==> config.mk <==
export PLATFORM = sky130hd
export DESIGN_NAME = map_redraw_engine
export DESIGN_NICKNAME = d
export VERILOG_FILES = /design/src/rtl/map_redraw_engine.sv
export SDC_FILE = /design/constraint.sdc
export NUM_CORES = 1
export LEC_CHECK = 0
export CORE_MARGIN = 5
export CORE_UTILIZATION = 51
export CTS_CLUSTER_DIAMETER = 200
export DETAILED_ROUTE_END_ITERATION = 10
export GPL_ROUTABILITY_DRIVEN = 0
export MAX_ROUTING_LAYER = met4
export PLACE_DENSITY = 0.8
export SLEW_MARGIN = 20
export SYNTH_ARGS = -nofsm -noshare
export SYNTH_HDL_FRONTEND = slang
export SYNTH_SLANG_ARGS = --single-unit
==> constraint.sdc <==
create_clock -name clock -period 6.8 [get_ports clock]
set_input_delay 1.36 -clock clock [delete_from_list [all_inputs] [get_ports clock]]
set_output_delay 1.36 -clock clock [all_outputs]
set_load 0.01 [all_outputs]
==> src/rtl/map_redraw_engine.sv <==
// -----------------------------------------------------------------------------
// map_redraw_engine
//
// Purpose: answers the game-state FSM's redraw requests. A drawMap request
// sweeps the whole background image for the current gameState from the
// background ROM mux into the VGA adapter, then raises doneRedraw. A
// startAnimation request redraws only the pillar rectangle. It does this in
// ANIM_STEPS passes. Each pass waits STEP_DELAY cycles first. Each pass then
// raises the pillar by one row. After the last pass, doneAnimation rises.
//
// Ports:
//   clock, reset      system clock; asynchronous active-high reset
//   drawMap           level request for a full redraw of gameState's image
//   startAnimation    level request for the pillar rise (wins over drawMap)
//   gameState         game state code; mapped onto a background image index
//   rom_data          ROM pixel, valid one cycle after rom_sel/rom_addr
//   rom_sel/rom_addr  image index and y*SCREEN_W+x address issued to the ROM
//   x, y, colour      VGA plot coordinate and colour (colour = rom_data)
//   plot              VGA write enable, one cycle per pixel
//   doneRedraw        level: full sweep finished for the latched image
//   doneAnimation     level: pillar animation finished
//
// Handshake: drawMap/startAnimation are levels sampled each cycle. They are
// acted on only in IDLE, in HOLD and in ANIM_DONE. A change while a scan is
// running is ignored until that scan ends. doneRedraw/doneAnimation are
// levels. The requester sees them and then drops its request.
// The FSM state is held in the enum register 'state'.
// -----------------------------------------------------------------------------
module map_redraw_engine #(
  parameter int SCREEN_W   = 320,
  parameter int SCREEN_H   = 240,
  parameter int COLOUR_W   = 9,
  parameter int PILLAR_X0  = 156,
  parameter int PILLAR_X1  = 175,
  parameter int PILLAR_Y0  = 56,
  parameter int PILLAR_Y1  = 120,
  parameter int ANIM_STEPS = 16,
  parameter int STEP_DELAY = 833333
) (
  input  logic                clock,
  input  logic                reset,
  input  logic                drawMap,
  input  logic                startAnimation,
  input  logic [3:0]          gameState,
  input  logic [COLOUR_W-1:0] rom_data,
  output logic [2:0]          rom_sel,
  output logic [16:0]         rom_addr,
  output logic [8:0]          x,
  output logic [7:0]          y,
  output logic [COLOUR_W-1:0] colour,
  output logic                plot,
  output logic                doneRedraw,
  output logic                doneAnimation
);

  localparam int STEP_W  = $clog2(ANIM_STEPS + 1);
  localparam int DELAY_W = $clog2(STEP_DELAY + 1);

  typedef enum logic [2:0] {
    IDLE      = 3'd0,
    SWEEP     = 3'd1,
    HOLD      = 3'd2,
    ANIM_WAIT = 3'd3,
    ANIM_DRAW = 3'd4,
    ANIM_DONE = 3'd5
  } state_t;

  state_t               state;
  logic [8:0]           scanX;
  logic [7:0]           scanY;
  logic                 lastIssued;   // final address of this scan already issued
  logic [2:0]           latchedImage;
  logic [STEP_W-1:0]    step;
  logic [DELAY_W-1:0]   delayCnt;

  // Scan-window bounds for the running scan.
  logic [8:0] firstX;
  logic [8:0] lastX;
  logic [7:0] lastY;

  // Address generation.
  logic       issue;
  logic [2:0] issueSel;
  logic [8:0] addrX;
  logic [7:0] addrY;
  logic [8:0] off;
  logic [8:0] sy;

  function automatic logic [2:0] imageOf(input logic [3:0] gs);
    case (gs)
      4'd0, 4'd1:        return 3'd0;
      4'd2, 4'd3:        return 3'd1;
      4'd4, 4'd5:        return 3'd2;
      4'd6, 4'd7:        return 3'd3;
      4'd8, 4'd9, 4'd10: return 3'd4;
      4'd11:             return 3'd5;
      default:           return 3'd0;
    endcase
  endfunction

  always_comb begin
    firstX = '0;
    lastX  = 9'(SCREEN_W - 1);
    lastY  = 8'(SCREEN_H - 1);
    if (state == ANIM_DRAW) begin
      firstX = 9'(PILLAR_X0);
      lastX  = 9'(PILLAR_X1);
      lastY  = 8'(PILLAR_Y1);
    end
  end

  // During the pillar rise, pass 'step' draws the pillar image shifted down by
  // off rows. Rows that move past the pillar bottom show the plain image
  // underneath (image 3) at their own row.
  always_comb begin
    issue    = 1'b0;
    issueSel = '0;
    addrX    = scanX;
    addrY    = scanY;
    off      = 9'(ANIM_STEPS) - 9'(step);
    sy       = 9'(scanY) + off;
    if (state == SWEEP && !lastIssued) begin
      issue    = 1'b1;
      issueSel = latchedImage;
    end else if (state == ANIM_DRAW && !lastIssued) begin
      issue = 1'b1;
      if (sy <= 9'(PILLAR_Y1)) begin
        issueSel = 3'd4;
        addrY    = sy[7:0];
      end else begin
        issueSel = 3'd3;
      end
    end
  end

  assign rom_sel  = issue ? issueSel : 3'd0;
  assign rom_addr = issue ? (17'(addrY) * 17'(SCREEN_W) + 17'(addrX)) : 17'd0;
  // rom_data answers last cycle's address, which is this cycle's plot pixel.
  assign colour   = plot ? rom_data : '0;

  always_ff @(posedge clock or posedge reset) begin
    if (reset) begin
      state         <= IDLE;
      scanX         <= '0;
      scanY         <= '0;
      lastIssued    <= 1'b0;
      latchedImage  <= '0;
      step          <= '0;
      delayCnt      <= '0;
      x             <= '0;
      y             <= '0;
      plot          <= 1'b0;
      doneRedraw    <= 1'b0;
      doneAnimation <= 1'b0;
    end else begin
      // Plot outputs trail the issued address by one cycle.
      plot <= issue;
      if (issue) begin
        x <= scanX;
        y <= scanY;
        // x fastest, then y. Counters hold at the final pixel.
        if (scanX == lastX) begin
          if (scanY == lastY) begin
            lastIssued <= 1'b1;
          end else begin
            scanX <= firstX;
            scanY <= scanY + 8'd1;
          end
        end else begin
          scanX <= scanX + 9'd1;
        end
      end

      case (state)
        IDLE: begin
          if (startAnimation) begin
            state         <= ANIM_WAIT;
            step          <= STEP_W'(1);
            delayCnt      <= '0;
            doneAnimation <= 1'b0;
          end else if (drawMap && !doneRedraw) begin
            state        <= SWEEP;
            latchedImage <= imageOf(gameState);
            scanX        <= '0;
            scanY        <= '0;
            lastIssued   <= 1'b0;
          end
        end

        SWEEP: begin
          // The cycle after the last address is issued, that pixel is plotted.
          if (lastIssued) begin
            doneRedraw <= 1'b1;
            state      <= HOLD;
          end
        end

        HOLD: begin
          if (!drawMap) begin
            doneRedraw <= 1'b0;
            state      <= IDLE;
          end else if (imageOf(gameState) != latchedImage) begin
            doneRedraw   <= 1'b0;
            state        <= SWEEP;
            latchedImage <= imageOf(gameState);
            scanX        <= '0;
            scanY        <= '0;
            lastIssued   <= 1'b0;
          end else if (startAnimation) begin
            doneRedraw    <= 1'b0;
            state         <= ANIM_WAIT;
            step          <= STEP_W'(1);
            delayCnt      <= '0;
            doneAnimation <= 1'b0;
          end
        end

        ANIM_WAIT: begin
          if (delayCnt == DELAY_W'(STEP_DELAY - 1)) begin
            state      <= ANIM_DRAW;
            scanX      <= 9'(PILLAR_X0);
            scanY      <= 8'(PILLAR_Y0);
            lastIssued <= 1'b0;
          end else begin
            delayCnt <= delayCnt + DELAY_W'(1);
          end
        end

        ANIM_DRAW: begin
          if (lastIssued) begin
            if (step == STEP_W'(ANIM_STEPS)) begin
              doneAnimation <= 1'b1;
              state         <= ANIM_DONE;
            end else begin
              step     <= step + STEP_W'(1);
              delayCnt <= '0;
              state    <= ANIM_WAIT;
            end
          end
        end

        ANIM_DONE: begin
          if (!startAnimation) state <= IDLE;
        end

        default: state <= IDLE;
      endcase
    end
  end

endmodule

After elaboration in Yosys (flattened, before gate mapping) --
Memories as Yosys holds them, arrays and structs flattened. Cells that the tools add are included.
Operators by class: add/subtract/negate cells 7, multiply operators 1, magnitude comparators 1, eq/ne operators 24, mux-type cells 83, reductions and logical operators 16
Operator list (number):
- $mux W20 | 6
- $mux W8 | 13
- $mux W9 | 10
- $pmux W20 S4 | 1
- $mux W3 | 20
- $pmux W9 S3 | 1
- $mux W5 | 5
- $pmux W8 S3 | 1
- $ne A2 B2 Y1 const B | 11
- $add A20 B1 Y20 const B | 1
- $eq A20 B20 Y1 const B | 1
- $mux W1 | 19
- $pmux W3 S6 | 1
- $add A17 B9 Y17 | 1
- $mux W17 | 1
- $pmux W5 S3 | 1
- $reduce_and A5 Y1 | 3
- $reduce_and A6 Y1 | 2
- $mul A8 B3 Y11 const B | 1
- $add A8 B9 Y9 | 1
- $add A9 B1 Y9 const B | 1
- $eq A9 B9 Y1 | 1
- $le A9 B7 Y1 const B | 1
- $add A8 B1 Y8 const B | 1
- 21 further kinds | 28
Word-level totals: register bits 69, ROM bits 144, input port bits 17, output and inout bits 49, word-level logic and storage cells 147, memories 3
Memories:
- (no name shown) | depth 16, bits a word 3, rd ports 1, clocked after Yosys merged registers in 0, wr ports 0, RTL line 90 | case (gs)
- (no name shown) | depth 16, bits a word 3, rd ports 1, clocked after Yosys merged registers in 0, wr ports 0, RTL line 90
- (no name shown) | depth 16, bits a word 3, rd ports 1, clocked after Yosys merged registers in 0, wr ports 0, RTL line 90

Logic depth before layout (Yosys ltp) --
depth in word-level cells 9, mapped depth 21, depth with buffers taken out 20

Worst setup path before layout --
Ideal clock, no wire load.
path kind reg2out, from register step[0], to output port rom_addr[15], arrival time 5.500 ns, setup slack -0.060 ns, stages on the path, launching flop included 22, buffers on the path 1, cell sequence dfrtp_1 inv_1 ha_1 nor3b_1 ha_1 ha_1 or3_1 a211oi_2 or3_1 nand4_2 or3_1 buf_6 mux2_4 ha_1 ha_1 fa_1 inv_1 or4b_1 nor3b_2 a31oi_1 or3_1 mux2i_1
On the way: word-level cells in the longest chain between the ends 9
Ends and longest elaborated chain:
- from (decl) | RTL line 73 | logic [STEP_W-1:0] step;
- from (signal assigned) | RTL line 235 | step <= step + STEP_W'(1);
- $sub A5 B5 Y6 * | RTL line 120 | off = 9'(ANIM_STEPS) - 9'(step);
- $add A8 B9 Y9 * | RTL line 121 | sy = 9'(scanY) + off;
- $le A9 B7 Y1 | RTL line 127 | if (sy <= 9'(PILLAR_Y1)) begin
- $mux W8 * | RTL line 127
- $mux W8 * | RTL line 125 | end else if (state == ANIM_DRAW && !lastIssued) begin
- $mux W8 * | RTL line 122 | if (state == SWEEP && !lastIssued) begin
- $mul A8 B3 Y11 * | RTL line 137 | assign rom_addr = issue ? (17'(addrY) * 17'(SCREEN_W) + 17'(addrX)) : 17'd0;
- $add A17 B9 Y17 * | RTL line 137
- $mux W17 * | RTL line 137
- to (decl) | RTL line 47 | output logic [16:0] rom_addr,
Every way passes the cells marked *; elsewhere a longest branch is shown, timed or not.

Worst setup path in the final report --
from register step[1], to output port rom_addr[15]
The elaborated chain is that of the path after synthesis.

==> results.py <==
metrics = {
    "power_and_ir_drop": {
        "p_seq_share_pct": 28.6,
        "power.share.clock_pct": 21.9,
        "ir_drop_mv": 0.1883,
        "combPwrFrac_pct": 49.6,
        "switching_share_pct": 39.93,
        "total_power_mw": 1.866,
        "p_leak_nw": 3.194,
        "p_int_mw": 1.121,
        "pwr_density_cell_nw_per_um2": 253.2,
        "p_sw_mw": 0.7452,
    },
    "finish": {
        "fin_util_pct": 71.41,
        "drive_gt1_share_pct": 26.40,
        "num_antenna_cells": 0,
        "finalNetCount": 776,
        "area_growth_syn_to_layout_pct": 37.12,
    },
    "grt": {
        "grt_usage_pct": 23.90,
        "grt_pass1_wl_um": 24830,
        "grt_max_degree": 70,
        "grt_pass1_vias": 5280,
        "overflow": 0,
        "antenna_found_initial": 0,
    },
    "synthesis": {
        "synth-seq-cells": 69,
        "yosysMostFrequentCell": "dfrtp_1",
        "synth_common_cells": "69 x dfrtp_1, 52 x nand2_1, 41 x nor2_1",
        "synthesis.area_um2": 5376,
        "ys_types": 85,
        "synth_top_area_share_pct": 32.12,
        "synth_nets": 650,
        "synth_area_per_cell_um2": 8.961,
        "synthArstFlopShare_pct": 100.0,
        "synthesis.instances": 600,
        "yosys_warnings": 0,
        "post-synth-top-area-cell": "dfrtp_1",
        "ys.flop_type": "dfrtp_1",
        "yosysSeqAreaShare_pct": 32.12,
        "synth_edf_count": 0,
        "ys_top_cells_by_area": "dfrtp_1 32%, ha_1 7.0%, nand2_1 3.6%",
    },
    "timing": {
        "fin_crit_sh_pct": 107.2,
        "drv_slew": 0,
        "fmax_mhz": 137.1,
        "timing.hold.ws_ns": 0.4778,
        "hold_viol_final": 0,
        "grt_setup_unrepaired": "true",
        "worst_slew_pin_slew_ns": 0.9525,
        "finClkSkew_ns": 0.007941,
        "layout_setup_ws_ns": -0.4916,
        "slew_headroom_pct": 36.50,
        "fin_crit_ns": 7.292,
        "finalSetupViolations": 3,
    },
    "placement": {
        "io_buffers": 65,
        "dp_hpwl_um": 10260,
    },
    "critical_path": {
        "cp_common_cell": "ha_4",
        "critPathMaxStageDelay_ns": 0.56,
        "cpMaxStageDelayCell": "fa_2",
        "reg2reg_depth": 7,
        "cp_max_fo": 6,
        "cp_data_required_time_ns": 5.44,
        "crit_chain": "inv_2 > ha_4 > nor3b_4 > ha_1 > ha_4 > buf_4 > nor3_4 > nand2b_1 > o221ai_2 > nand4_2 > or3_4 > buf_12 > mux2_4 > ha_4 > ha_4 > fa_2 > inv_2 > or4b_4 > nor3b_4 > buf_4 > and4_1 > o21ai_1 > mux2i_2 > buf_2",
        "cp-start-kind": "flop",
        "critPathKind": "flop to output port",
        "critPathCaptureType": "output port",
        "cp.arrival_ns": 5.93,
    },
    "detailed_routing": {
        "wire_per_inst_um": 17.83,
        "route.vias.total": 5309,
        "drtIter0Drc": 400,
        "drtPass1Iterations": 6,
        "viasPerCell": 6.123,
        "drt_wl_total_um": 15460,
        "drtAntennaViolNets": 0,
        "drc": 0,
    },
    "floorplanning": {
        "rows": 37,
        "chipWidth_um": 112.7,
        "core_area_um2": 10320,
        "start_util_pct": 52.08,
        "fp.dieH_um": 112.7,
        "pin_count": 66,
        "dieArea_um2": 12700,
    },
    "hold_path": {
        "whs_path_depth": 2,
        "hp-class": "flop to flop",
    },
    "status": {
        "outcome": "finished, violations left",
        "violations": "negative setup slack",
    },
    "clocking": {
        "cts_tree": "built",
        "clk_pin_slew_ns": 0.08,
        "cts_htree_levels": 3,
        "cts_buffers": 9,
        "clk_latency_ns": 0.35,
        "clockRootBuffer": "clkbuf_8",
        "hold_buffers": 0,
        "cts_max_path_buffers": 2,
        "cts.sink_count": 69,
    },
    "flow_run": {
        "drv_cap": 0,
    },
}
-- per-layer routing --
layer	GRT usage, %	part of all wire, %	routed length, um
met1	26.74	40	6200
met2	41.82	51	7862
met3	4.960	6.1	943
met4	8.974	2.9	450
met5	-	0	0
-- cells by family after synthesis --
kind of cell | after synthesis | synth area share [%]
adders and majority gates | 33 | 8.099
buffers and inverters | 49 | 3.933
DFF | 69 | 32.12
AOI/OAI and AO/OA | 148 | 19.64
muxes | 31 | 6.539
and+or+nand+nor | 251 | 26.58
xor gates and xnor gates | 19 | 3.095
-- flip-flops by register name, summed over array words and instances, names as in the netlist --
signal,flops
delayCnt,20
y,8
lastIssued,1
x,9
addrX,9
doneRedraw,1
doneAnimation,1
latchedImage,3
scanY,8
plot,1
state,3
step,5
-- cell type report --
class                      instances  area [um2]
inverter                          18       71.32
tap                              136       170.2
timing repair buffer             146        1275
clock buffer                      10       127.6
clock inverter                     6       111.4
sequential                        69        1728
fill                             717        2952
multi-input combinational        482        3889
-- metrics by stage --
stage / setup WS, ns / area, um2 / std cells / setup TNS (ns)
6_report: -0.4916 / 7372 / 867 / -0.9228
4_1_cts: -0.3214 / 7211 / 864 / -0.4610
3_5_place_dp: -0.7378 / 6646 / 842 / -2.003
3_3_place_gp: -0.4455 / 6646 / 842 / -0.7609
2_1_floorplan: 0.0005898 / 5415 / 600 / 0
5_1_grt: -0.6441 / 7372 / 867 / -1.403
-- cell usage in the layout, fill, tap and decap left out, types with 7 or more instances in the layout --
cell | Yosys | layout
and2_1 | 21 | 21
xnor2_1 | 11 | 10
o31ai_1 | 13 | 13
nor3_1 | 17 | 14
nor4_1 | 9 | 9
o21ai_0 | 28 | 26
buf_4 | 1 | 75
dfrtp_1 | 69 | 68
a21oi_1 | 24 | 23
mux2i_1 | 19 | 18
nor2_1 | 41 | 40
o21bai_1 | 14 | 14
inv_1 | 18 | 12
nand4_1 | 12 | 12
ha_4 | 0 | 12
clkdlybuf4s50_1 | 0 | 58
clkbuf_8 | 0 | 9
nand3_1 | 18 | 16
nand2_1 | 52 | 51
ha_1 | 30 | 16
xor2_1 | 8 | 7
and3_1 | 8 | 8
a21o_1 | 10 | 10
nor2b_1 | 14 | 13
mux2_4 | 7 | 7
-- critical path, delay by kind of cell, from the launching register on --
| kind | cells | cell delay (ns) |
|---|---|---|
| AND/OR/NAND/NOR | 8 | 2.07 |
| adder cells (fa/ha/maj) | 6 | 1.48 |
| buffers and inverters | 6 | 0.77 |
| multiplexers | 2 | 0.51 |
| flip-flops | 1 | 0.45 |
| AO/OA/AOI/OAI | 2 | 0.28 |
-- path summary, 6_finish.rpt --
| kind | from | end | slack [ns] |
|---|---|---|---|
| worst min register to register | x[8] | x[8] | 0.48 |
| max in group asynchronous | reset | step[1] | 4.60 |
| min in group asynchronous | reset | latchedImage[2] | 1.59 |
| worst max register to register | state[0] | addrX[2] | 3.64 |
| worst max-delay path | step[1] | rom_addr[15] | -0.49 |
| worst min-delay path | x[8] | x[8] | 0.48 |
-- power groups by stage --
| stage | logic [mW] | clock network, mW | registers [mW] |
|---|---|---|---|
| 6_report | 0.925 | 0.408 | 0.533 |
| 3_3_place_gp | 0.806 | 0 | 0.531 |
| 4_1_cts | 0.882 | 0.411 | 0.529 |
| 3_5_place_dp | 0.836 | 0 | 0.536 |
| 2_1_floorplan | 0.558 | 0 | 0.518 |
| 5_1_grt | 1.00 | 0.432 | 0.542 |
-- what timing repair did --
| item | CTS | global route |
|---|---|---|
| gates resized for setup | 60 | 30 |
| endpoints found under the setup margin | 7 | 7 |
| buffers inserted | 7 | 3 |
| pin swaps | 23 | 19 |
Note: power is estimated with default switching activity, not from simulation.
